[config.mk]
export PLATFORM = sky130hd
export DESIGN_NAME = freq_div100
export DESIGN_NICKNAME = d
export VERILOG_FILES = /design/src/rtl/freq_div100_pkg.sv /design/src/rtl/freq_div100.sv
export SDC_FILE = /design/constraint.sdc
export NUM_CORES = 1
export LEC_CHECK = 0
export BUFFER_PORTS_ARGS = -buffer_cell sky130_fd_sc_hd__buf_2
export CAP_MARGIN = 20
export CORE_AREA = 2 2 39 41
export CTS_CLUSTER_DIAMETER = 120
export DETAILED_ROUTE_END_ITERATION = 16
export DIE_AREA = 0 0 41 43
export PLACE_DENSITY_LB_ADDON = 0.12
export SETUP_SLACK_MARGIN = 0.05
export SYNTH_ARGS = -nofsm -noshare
export SYNTH_HDL_FRONTEND = slang
export SYNTH_SLANG_ARGS = --single-unit
[constraint.sdc]
create_clock -name clk -period 1.6 [get_ports clk]
set_clock_uncertainty 0.1 [all_clocks]
set_input_delay 0.08 -clock clk [delete_from_list [all_inputs] [get_ports clk]]
set_output_delay 0.08 -clock clk [all_outputs]
set_load 0.05 [all_outputs]
[src/rtl/freq_div100_pkg.sv]
// freq_div100_pkg -- shared helpers for the clock divider.
//   cnt_width(half) : width of a counter that spans 0 .. half-1, never
//                     narrower than one bit (half == 1 still needs a
//                     register to hold the constant zero).
package freq_div100_pkg;

    function automatic int cnt_width(input int half);
        int w;
        w = $clog2(half);
        return (w < 1) ? 1 : w;
    endfunction

endpackage

[src/rtl/freq_div100.sv]
// freq_div100 -- divides clk by an even integer DIVISOR into a 50% duty
// square wave, plus a one-cycle strobe marking each rising transition of
// that square wave.
//
// Ports
//   clk    : input  sole clock, everything updates on its rising edge
//   rst    : input  synchronous, active-high reset (clears all state)
//   clk100 : output divided clock, period DIVISOR clk cycles, 50% duty
//   tick   : output high for the one clk cycle right after clk100 rises
//
// All state starts at zero at power-up, so the divider runs correctly in
// simulation even when rst is never asserted.
module freq_div100
    import freq_div100_pkg::*;
#(
    parameter int DIVISOR = 100
) (
    input  logic clk,
    input  logic rst,
    output logic clk100,
    output logic tick
);

    localparam int HALF  = DIVISOR / 2;
    localparam int CNT_W = cnt_width(HALF);
    localparam logic [CNT_W-1:0] LAST = CNT_W'(HALF - 1);

    // An odd or too-small ratio cannot give a 50% duty square wave.
    if ((DIVISOR < 2) || ((DIVISOR % 2) != 0)) begin : g_bad_divisor
        $error("freq_div100: DIVISOR must be even and >= 2");
    end

    logic [CNT_W-1:0] count  = '0;
    logic             clk_q  = 1'b0;
    logic             tick_q = 1'b0;

    // The counter wrap and the clk100 toggle happen on the same edge, so
    // clk100 changes exactly once per half-period with no intermediate
    // state. tick is loaded with the new clk100 level only on a toggle
    // edge, so it is high only after a 0->1 transition.
    always_ff @(posedge clk) begin
        if (rst) begin
            count  <= '0;
            clk_q  <= 1'b0;
            tick_q <= 1'b0;
        end else if (count == LAST) begin
            count  <= '0;
            clk_q  <= ~clk_q;
            tick_q <= ~clk_q;
        end else begin
            count  <= count + 1'b1;
            tick_q <= 1'b0;
        end
    end

    assign clk100 = clk_q;
    assign tick   = tick_q;

endmodule

==> results_dict.tcl <==
set metrics [dict create \
    vias_per_cell 4.400 \
    detail-route-antenna-nets 0 \
    hold_viol_final 0 \
    combPwrFrac_pct 5.6 \
    clkLatencyLatePin_ns 0.25 \
    cap_violations 0 \
    drt-pass1-iter-count 1 \
    ys_seq_area_share_pct 50.79 \
    n_antenna_cell 0 \
    antenna_found_initial 0 \
    endpoint_kind "flip-flop" \
    num_io_pins 4 \
    track_usage_pct 8.459 \
    synth_warnings 0 \
    cts_tree "built" \
    cts.clk_slew.worst_paths_ns 0.05 \
    drt-met1-wl_um 222 \
    placed_area_um2 350.3 \
    slew_headroom_pct 83.65 \
    status "finished, final reports clean" \
    synth_nets 36 \
    path_buf_inv 1 \
    cp_top_family "flip-flops" \
    swShare_pct 21.68 \
    critical_path.slowest_cell "dfxtp_1" \
    top_layer_used "met4" \
    maxSlewViolCount 0 \
    place.gp.congestion 0.7225 \
    synth_edf_count 0 \
    rsz0062_at_grt "no" \
    wl_met3_um 30 \
    die_w_um 41 \
    fp-row-count 14 \
    die_y_um 43 \
    p_switching_uw 83.71 \
    dr_wl_met2_um 262 \
    vias 242 \
    worstMarginPinSlew_ns 0.2469 \
    cts_made_buffers 3 \
    synth_ff_type "dfxtp_1" \
    wl_per_cell_um 9.800 \
    cellPowerDensity_mw_per_mm2 1009 \
    cp_slowest_stage_delay_ns 0.36 \
    netlist_area_um2 315.3 \
    die_area_mm2 0.001763 \
    grt_pass1_wl_um 917 \
    syn2layout_area_growth_pct 21.43 \
    drt_iter0_markers 0 \
    pwr-share-clk_pct 39.2 \
    first_global_vias 240 \
    min_period_ns 1.246 \
    grt.overflow.total 0 \
    multi_input_area_um2 151.4 \
    core-area_mm2 0.001384 \
    leakagePower_nw 0.1577 \
    ys_ff_latch 8 \
    hpwlAfterDp_um 435.5 \
    final-setup-viol-count 0 \
    regArea_um2 160.2 \
    min_period_over_period_pct 77.85 \
    synth_cells 32 \
    cp_max_fo 3 \
    cts_max_level 1 \
    final_nets 45 \
    fill_cells 159 \
    max-clock-path-buffers 2 \
    synth-async-reset-ratio_pct 0 \
    grt_max_degree 7 \
    crit_type "flip-flop to flip-flop" \
    worstHoldPathType "flip-flop to flip-flop" \
    cp.arrival_ns 1.29 \
    synth_top_area_cell "dfxtp_1" \
    initial_core_util_pct 22.78 \
    drcViolationCount 0 \
    fin_area_um2 382.9 \
    tns_ns 0 \
    cts_sinks 8 \
    ir_drop_uv 316.1 \
    wirelength_um 539 \
    synth.most_common_cell "dfxtp_1" \
    synthTopCellsByCount "dfxtp_1, nor2_1, ha_1, xor2_1" \
    critical_path.cell_chain "inv_1, ha_1, nand4_1, mux2_2" \
    drive_gt1_share_pct 20.51 \
    syn_avg_cell_area_um2 9.853 \
    critPathRequiredTime_ns 1.64 \
    yosysTopAreaCellShare_pct 50.79 \
    root_buffer "clkbuf_4" \
    startpoint_type "flip-flop" \
    yosysUniqueCellTypes 17 \
    seq_power_share_pct 55.2 \
    p_int_uw 302.5 \
    ys_top_cells_by_area "dfxtp_1, nor2_1, ha_1" \
    port_buffers 3 \
    clock.fmax_mhz 802.8 \
]
-- area by class of cell --
class	count	share of cell area, %
Tap cell	16	5.229
Sequential cell	8	41.83
Timing Repair Buffer	4	6.536
Multi-Input combinational cell	23	39.54
Clock buffer	3	5.882
Inverter	1	0.9804
-- final timing paths --
kind | end | depth (start not counted) | startpoint | slack [ns]
worst max-delay path | clk100 | 4 | count[1] | 0.35
worst min-delay path | tick | 1 | clk100 | 0.37
worst max register to register | clk100 | 4 | count[1] | 0.35
worst min register to register | tick | 1 | clk100 | 0.37
-- flip-flops by register name, summed over array words and instances (netlist names) --
register / count
count: 6
clk100: 1
tick: 1
-- stage by stage --
stage / cells / worst slack (ns) / hold slack (ns) / power [mW] / util [%]
6_report: 55 / 0.3544 / 0.3748 / 0.3862 / 27.67
5_1_grt: 55 / 0.2659 / 0.4041 / 0.4108 / 27.67
4_1_cts: 55 / 0.3405 / 0.3778 / 0.3955 / 27.67
3_5_place_dp: 51 / 0.3476 / 0.2085 / 0.2378 / 25.32
3_3_place_gp: 51 / 0.3736 / 0.1942 / 0.2366 / 25.32
2_1_floorplan: 32 / 0.3983 / 0.05679 / 0.2311 / -
-- logic make-up (layout without fill, tap and decap cells) --
group / Yosys count / count (layout) / synth area share (%)
compound gates: 3 / 3 / 6.346
flops: 8 / 8 / 50.79
buf+inv: 1 / 8 / 1.189
mux: 1 / 1 / 3.571
fa+ha+maj: 2 / 2 / 7.935
simple gates: 14 / 14 / 21.83
xor+xnor: 3 / 3 / 8.335
-- power by group through the flow --
| stage | Sequential, mW | Clock (mW) | Combinational [mW] |
|---|---|---|---|
| 3_3_place_gp | 0.217 | 0 | 0.0196 |
| 3_5_place_dp | 0.218 | 0 | 0.0200 |
| 6_report | 0.213 | 0.151 | 0.0215 |
| 5_1_grt | 0.215 | 0.171 | 0.0248 |
| 4_1_cts | 0.213 | 0.160 | 0.0222 |
| 2_1_floorplan | 0.216 | 0 | 0.0149 |
-- cells in the final DEF (no fill, tap or decap) --
cell,netlist,layout
dfxtp_1,8,8
nor2_1,7,7
clkbuf_4,0,3
buf_2,0,3
xor2_1,2,2
ha_1,2,2
inv_1,1,1
a41o_1,1,1
xnor2_1,1,1
nand3_2,1,1
nand2_1,1,1
o21ai_0,1,1
or3_1,1,1
a21oi_1,1,1
nor2b_1,1,1
nand4_1,1,1
mux2_2,1,1
nor3_1,1,1
nand3_1,1,1
dlygate4sd3_1,0,1
-- routing by layer --
| layer | vias to the layer above | GRT usage [%] |
|---|---|---|
| met5 | - | 0 |
| met1 | 110 | 8.117 |
| li1 | 123 | - |
| met2 | 5 | 11.88 |
| met3 | 4 | 4.712 |
| met4 | 0 | 8.000 |
-- timing repair --
| item | in CTS | in global routing |
|---|---|---|
| hold buffers | 1 | 0 |
| hold endpoints to repair | 1 | 0 |
| resized for setup | 0 | 0 |
| setup buffers | 0 | 0 |
Note: power is estimated with default switching activity, not from simulation.
